===== config.mk =====
export PLATFORM = sky130hd
export DESIGN_NAME = counter_nbit_flat
export DESIGN_NICKNAME = d
export VERILOG_FILES = /design/src/rtl/counter_nbit_if.sv /design/src/rtl/counter_nbit.sv /design/src/flat_wrapper.sv
export SDC_FILE = /design/constraint.sdc
export NUM_CORES = 1
export LEC_CHECK = 0
export BUFFER_PORTS_ARGS = -buffer_cell sky130_fd_sc_hd__buf_2
export CORE_ASPECT_RATIO = 0.8
export CORE_MARGIN = 3
export CORE_UTILIZATION = 35
export DETAILED_ROUTE_END_ITERATION = 6
export GPL_TIMING_DRIVEN = 0
export PLACE_DENSITY = 0.61
export SYNTH_ARGS = -nofsm -noshare
export SYNTH_HDL_FRONTEND = slang
export SYNTH_SLANG_ARGS = --single-unit
export TNS_END_PERCENT = 10

===== constraint.sdc =====
create_clock -name clk -period 3.91 [get_ports clk]
set_input_delay 0.391 -clock clk [delete_from_list [all_inputs] [get_ports clk]]
set_output_delay 0.391 -clock clk [all_outputs]
set_load 0.02 [all_outputs]

===== src/rtl/counter_nbit_if.sv =====
// counter_nbit_if: control and status bundle for counter_nbit.
//   en, up_dn, load, load_val, clr_ovf : controls driven by the master
//   q, q_gray, tc, bnd, ovf            : counter status returned by the slave
interface counter_nbit_if #(
  parameter int unsigned WIDTH = 4
) ();

  logic             en;
  logic             up_dn;
  logic             load;
  logic [WIDTH-1:0] load_val;
  logic             clr_ovf;
  logic [WIDTH-1:0] q;
  logic [WIDTH-1:0] q_gray;
  logic             tc;
  logic             bnd;
  logic             ovf;

  modport master (
    output en, up_dn, load, load_val, clr_ovf,
    input  q, q_gray, tc, bnd, ovf
  );

  modport slave (
    input  en, up_dn, load, load_val, clr_ovf,
    output q, q_gray, tc, bnd, ovf
  );

endinterface


===== src/rtl/counter_nbit.sv =====
// counter_nbit: loadable up/down counter with a programmable terminal count,
// wrap or saturate behaviour at the boundaries, a Gray-code image of the count,
// a one-cycle boundary pulse and a sticky boundary flag.
// Ports:
//   clk   : clock, all state changes on its rising edge
//   reset : synchronous active-high reset
//   bus   : counter_nbit_if.slave
//             en/up_dn   count enable and direction (1 = up)
//             load/load_val parallel load, clamped to MAX_COUNT
//             clr_ovf    clears the sticky ovf flag
//             q, q_gray  registered count and its Gray image
//             tc         combinational terminal-count flag
//             bnd, ovf   registered boundary pulse and sticky boundary flag
module counter_nbit #(
  parameter int unsigned WIDTH     = 4,
  parameter int unsigned MAX_COUNT = (WIDTH >= 32) ? 32'hFFFF_FFFF
                                                   : ((32'd1 << WIDTH) - 32'd1),
  parameter bit          SATURATE  = 1'b0
) (
  input  logic          clk,
  input  logic          reset,
  counter_nbit_if.slave bus
);

  localparam logic [WIDTH-1:0] MAX_Q  = WIDTH'(MAX_COUNT);
  localparam logic [WIDTH-1:0] ZERO_Q = '0;
  localparam logic [WIDTH-1:0] ONE_Q  = WIDTH'(1);

  logic [WIDTH-1:0] q_r;
  logic [WIDTH-1:0] gray_r;
  logic             bnd_r;
  logic             ovf_r;

  logic [WIDTH-1:0] q_next;
  logic [WIDTH-1:0] gray_next;
  logic [WIDTH-1:0] load_clamped;
  logic             at_top;
  logic             at_bottom;
  logic             tc_c;
  logic             hit;
  logic             ovf_next;

  // Boundary detection on the current count.
  always_comb begin
    at_top    = (q_r == MAX_Q);
    at_bottom = (q_r == ZERO_Q);
  end

  // tc ignores load; a real boundary hit additionally needs load low.
  always_comb begin
    tc_c = bus.en & ((bus.up_dn & at_top) | (~bus.up_dn & at_bottom));
    hit  = tc_c & ~bus.load;
  end

  // Loaded values above the terminal count are clamped so q never exceeds it.
  always_comb begin
    load_clamped = (bus.load_val > MAX_Q) ? MAX_Q : bus.load_val;
  end

  // Next count: load beats count; at a boundary either wrap or hold.
  always_comb begin
    q_next = q_r;
    if (bus.load) begin
      q_next = load_clamped;
    end else if (bus.en) begin
      if (hit) begin
        if (SATURATE) begin
          q_next = q_r;
        end else begin
          q_next = bus.up_dn ? ZERO_Q : MAX_Q;
        end
      end else if (bus.up_dn) begin
        q_next = q_r + ONE_Q;
      end else begin
        q_next = q_r - ONE_Q;
      end
    end
  end

  // Gray image is taken from the next count so it registers alongside q.
  always_comb begin
    gray_next = q_next ^ (q_next >> 1);
  end

  // A boundary hit in the same cycle as clr_ovf keeps the flag set.
  always_comb begin
    ovf_next = hit | (ovf_r & ~bus.clr_ovf);
  end

  // State registers with synchronous reset.
  always_ff @(posedge clk) begin
    if (reset) begin
      q_r    <= '0;
      gray_r <= '0;
      bnd_r  <= 1'b0;
      ovf_r  <= 1'b0;
    end else begin
      q_r    <= q_next;
      gray_r <= gray_next;
      bnd_r  <= hit;
      ovf_r  <= ovf_next;
    end
  end

  assign bus.q      = q_r;
  assign bus.q_gray = gray_r;
  assign bus.tc     = tc_c;
  assign bus.bnd    = bnd_r;
  assign bus.ovf    = ovf_r;

endmodule


===== src/flat_wrapper.sv =====
// flat-port wrapper written by rule: the top's interface ports become plain ports
module counter_nbit_flat 
#(
  parameter int unsigned WIDTH     = 4,
  parameter int unsigned MAX_COUNT = (WIDTH >= 32) ? 32'hFFFF_FFFF
                                                   : ((32'd1 << WIDTH) - 32'd1),
  parameter bit          SATURATE  = 1'b0
)
  (clk, reset, bus_en, bus_up_dn, bus_load, bus_load_val, bus_clr_ovf, bus_q, bus_q_gray, bus_tc, bus_bnd, bus_ovf);
  counter_nbit_if #(.WIDTH(WIDTH)) bus_i ();
  input  logic clk;
  input  logic reset;
  input wire logic [$bits(bus_i.en)-1:0] bus_en;
  input wire logic [$bits(bus_i.up_dn)-1:0] bus_up_dn;
  input wire logic [$bits(bus_i.load)-1:0] bus_load;
  input wire logic [$bits(bus_i.load_val)-1:0] bus_load_val;
  input wire logic [$bits(bus_i.clr_ovf)-1:0] bus_clr_ovf;
  output wire logic [$bits(bus_i.q)-1:0] bus_q;
  output wire logic [$bits(bus_i.q_gray)-1:0] bus_q_gray;
  output wire logic [$bits(bus_i.tc)-1:0] bus_tc;
  output wire logic [$bits(bus_i.bnd)-1:0] bus_bnd;
  output wire logic [$bits(bus_i.ovf)-1:0] bus_ovf;
  assign bus_i.en = bus_en;
  assign bus_i.up_dn = bus_up_dn;
  assign bus_i.load = bus_load;
  assign bus_i.load_val = bus_load_val;
  assign bus_i.clr_ovf = bus_clr_ovf;
  assign bus_q = bus_i.q;
  assign bus_q_gray = bus_i.q_gray;
  assign bus_tc = bus_i.tc;
  assign bus_bnd = bus_i.bnd;
  assign bus_ovf = bus_i.ovf;
  counter_nbit #(.WIDTH(WIDTH), .MAX_COUNT(MAX_COUNT), .SATURATE(SATURATE)) u_core (.clk(clk), .reset(reset), .bus(bus_i));
endmodule

==> metrics.md <==
| Metric | Value |
|---|---|
| Routability-driven placement congestion ratio | `0.7962` |
| Vias | `640` |
| Wire per inst | `12.15 um` |
| Post-Syn Area | `633.1 um2` |
| RSZ-0062 raised after global routing | `false` |
| Crit Path Class | `reg -> out` |
| Vias in the first global route | `544` |
| Post-layout min period | `2.138 ns` |
| CP Max Fanout | `8` |
| Synth top area share | `0.2846` |
| # hold bufs at CTS | `0` |
| Total CTS buffers | `3` |
| # Post-CTS Setup Buffers | `0` |
| Die X | `53.55 um` |
| Synth Area in Simple Gates | `0.1957` |
| CP Launch Point | `u_core.bus.q[0]` |
| DR vias/cell | `5.289` |
| Post-synthesis register bit count | `9` |
| Pre-CTS WS | `1.684 ns` |
| Clk slew on worst S/H paths | `0.06 ns` |
| Htree depth | `1` |
| Grt total ovfl | `0` |
| Final WL | `1470 um` |
| Initial core utilization | `0.3816` |
| Setup crit end kind | `output port` |
| Post-CTS sizing | `0` |
| Mux cell area share after synthesis | `0.01581` |
| Antenna violations before repair | `0` |
| Hold Path Depth | `3` |
| Beginning of the worst register-to-register path | `u_core.bus.q[1]` |
| Nets | `113` |
| HP Start | `bus_load_val[0]` |
| Largest family of logic cells by synthesized area | `compound AO/OA/AOI/OAI gates` |
| FF-to-FF path depth | `7` |
| R2R Setup Slk | `1.84 ns` |
| Crit-path cells | `buf_6, or4_4, nor2_1, o21ai_0, inv_1, buf_2` |
| Crit path DAT | `1.75 ns` |
| Synth top area cells | `dfxtp_1 28%, a21oi_1 5.5%, inv_1 4.7%, nor2_1 4.7%, xnor2_1 4.2%` |
| Post-synthesis sequential area ratio | `0.2846` |
| Detail Route Antenna Nets | `0` |
| CP peak stage delay | `0.53 ns` |
| Post-synthesis area per instance | `8.222 um2` |
| Iter 0 DRT Violations | `8` |
| TritonCTS clock tree | `built` |
| Adder-cell share of the synthesized area | `0.07115` |
| Die ar. | `0.002358 mm2` |
| Net Count, Synth | `90` |
| Core area | `0.001659 mm2` |
| FMAX | `467.8 MHz` |
| Buffers on Ports | `18` |
| Worst Slack Setup Final | `1.772 ns` |
| Post-synth EDFFs | `0` |
| Ys Warns | `0` |
| Sink Count | `9` |
| GRT Overall Usage | `0.1470` |
| Worst r2r dst | `u_core.bus.q_gray[2]` |
| DR DRC count | `0` |
| Top-count cell post-synth | `dfxtp_1` |
| Max_cap viols | `0` |
| Worst hold endpoint | `u_core.bus.q[0]` |
| Largest net degree at the start of global routing | `11` |
| Max VDD drop | `0.1803 mV` |
| Worst hold path type | `in -> reg` |
| Clock tree root driver cell | `clkbuf_4` |
| Slowest CP cell | `or4_4` |
| Drt first pass iters | `4` |
| Layout cells sized above 1 | `0.3131` |
| Yosys cell types | `35` |
| Ant. Diodes | `0` |
| Final Skew | `0.0008213 ns` |
| Final Util | `0.4683` |
| # setup viols final | `0` |
| Area Growth Syn to Fin | `22.73%` |
| CP Data Required Time | `3.52 ns` |
| Worst skew pair latency | `0.27 ns` |
| Total Power | `0.0002756 W` |
| Die Y | `44.04 um` |
| Longest Clk Path Bufs | `2` |
| Synth top cells by count | `9 x dfxtp_1, 8 x inv_1, 8 x nor2_1, 7 x a21oi_1, 4 x nor3_1` |
| Post-synthesis xor/xnor area fraction | `0.06917` |
| Pins Over Slew Limit | `0` |
| Leak | `0.3709 nW` |
| Worst Setup Start Kind | `register` |
| Top cell type by total area after synthesis | `dfxtp_1` |
| Slew margin rel. | `0.6651` |
| Synth Area in Compound Gates | `0.2549` |
| Setup TNS | `0 ns` |
| Placement row count | `13` |
| Ports | `21` |
| PD cells | `354.6 mW/mm2` |
| Worst slew pin tran | `0.5009 ns` |
| Final period util | `0.5467` |
| Final hold violation count | `0` |
| Cells after Synth | `77` |
| Post-synth top flop | `dfxtp_1` |
| Status | `completed` |
| Global-route wire length before repair | `2428 um` |
| Dpl hpwl | `1123 um` |
| Synth async-reset ratio | `0` |
[worst max-delay path, delay by kind of cell, from the launching register on]
family                 cells  cell delay (ns)
AND/OR/NAND/NOR            2             0.63
buffers and inverters      3             0.37
flip-flops                 1             0.32
AO/OA/AOI/OAI              1             0.16
[worst max-delay path by stage]
stage | endpoint | slack [ns]
2_1_floorplan | u_core.bus.q_gray[2] | 1.86
3_3_place_gp | u_core.bus.q_gray[2] | 1.72
3_5_place_dp | u_core.bus.q_gray[2] | 1.68
4_1_cts | bus_tc | 1.76
5_1_grt | bus_tc | 1.67
6_report | bus_tc | 1.77
[registers in the layout (all words and copies together) (netlist names)]
| signal | cells |
|---|---|
| u_core.bus.q_gray | 4 |
| u_core.bus.q | 3 |
| u_core.bus.bnd | 1 |
| u_core.bus.ovf | 1 |
[stage by stage]
| stage | instances | cell area [um2] | hold WS [ns] |
|---|---|---|---|
| after floorplan | 77 | 633.1 | 0.5338 |
| after global placement | 117 | 750.7 | 0.4756 |
| after detailed placement | 117 | 750.7 | 0.4743 |
| after CTS | 121 | 777.0 | 0.3920 |
| after global routing | 121 | 777.0 | 0.4158 |
| final | 121 | 777.0 | 0.3961 |
[logic make-up after synthesis]
group,count (synthesis)
multiplexers,1
adder cells (fa/ha/maj),3
flip-flops,9
XOR/XNOR,5
AO/OA/AOI/OAI,21
buffers and inverters,14
AND/OR/NAND/NOR,24
[cell usage in the layout, fill, tap and decap left out]
cell	instances
a211oi_1	2
a21oi_1	7
a221o_1	1
a2bb2oi_1	1
a311o_1	1
a31oi_1	1
and2_1	1
and4_1	1
buf_2	21
buf_4	1
buf_6	1
clkbuf_1	1
clkbuf_2	1
clkbuf_4	3
dfxtp_1	9
fa_1	1
ha_1	2
inv_1	8
mux2i_1	1
nand2_1	3
nand2b_1	1
nand3_1	2
nand4_1	1
nor2_1	8
nor3_1	4
nor3b_1	1
nor4_1	1
o211ai_2	1
o21ai_0	2
o311a_1	1
o31ai_1	1
o32a_2	1
o32ai_1	1
o32ai_2	1
or4_4	1
xnor2_1	3
xor2_1	2
[layout make-up]
cell class                      count  area [um2]
Buffer                              6       38.79
Clock buffer                        4       26.28
Fill cell                         168       882.1
Inverter                            8       30.03
Multi-Input combinational cell     54       384.1
Sequential cell                     9       180.2
Tap cell                           22       27.53
Timing Repair Buffer               18       90.09
[power breakdown]
group	internal [W]	switching [W]	total (W)
Sequential	0.000100	0.00000697	0.000107
Clock	0.0000395	0.0000355	0.0000750
Combinational	0.0000394	0.0000542	0.0000936
[metal layers]
layer | wire, um | vias up | track usage
li1 | - | 323 | -
met1 | 682 | 297 | 0.1862
met2 | 678 | 18 | 0.2127
met3 | 98 | 2 | 0.07071
met4 | 10 | 0 | 0.06122
met5 | 0 | - | 0
No activity file was read; power rests on OpenSTA's default activity.
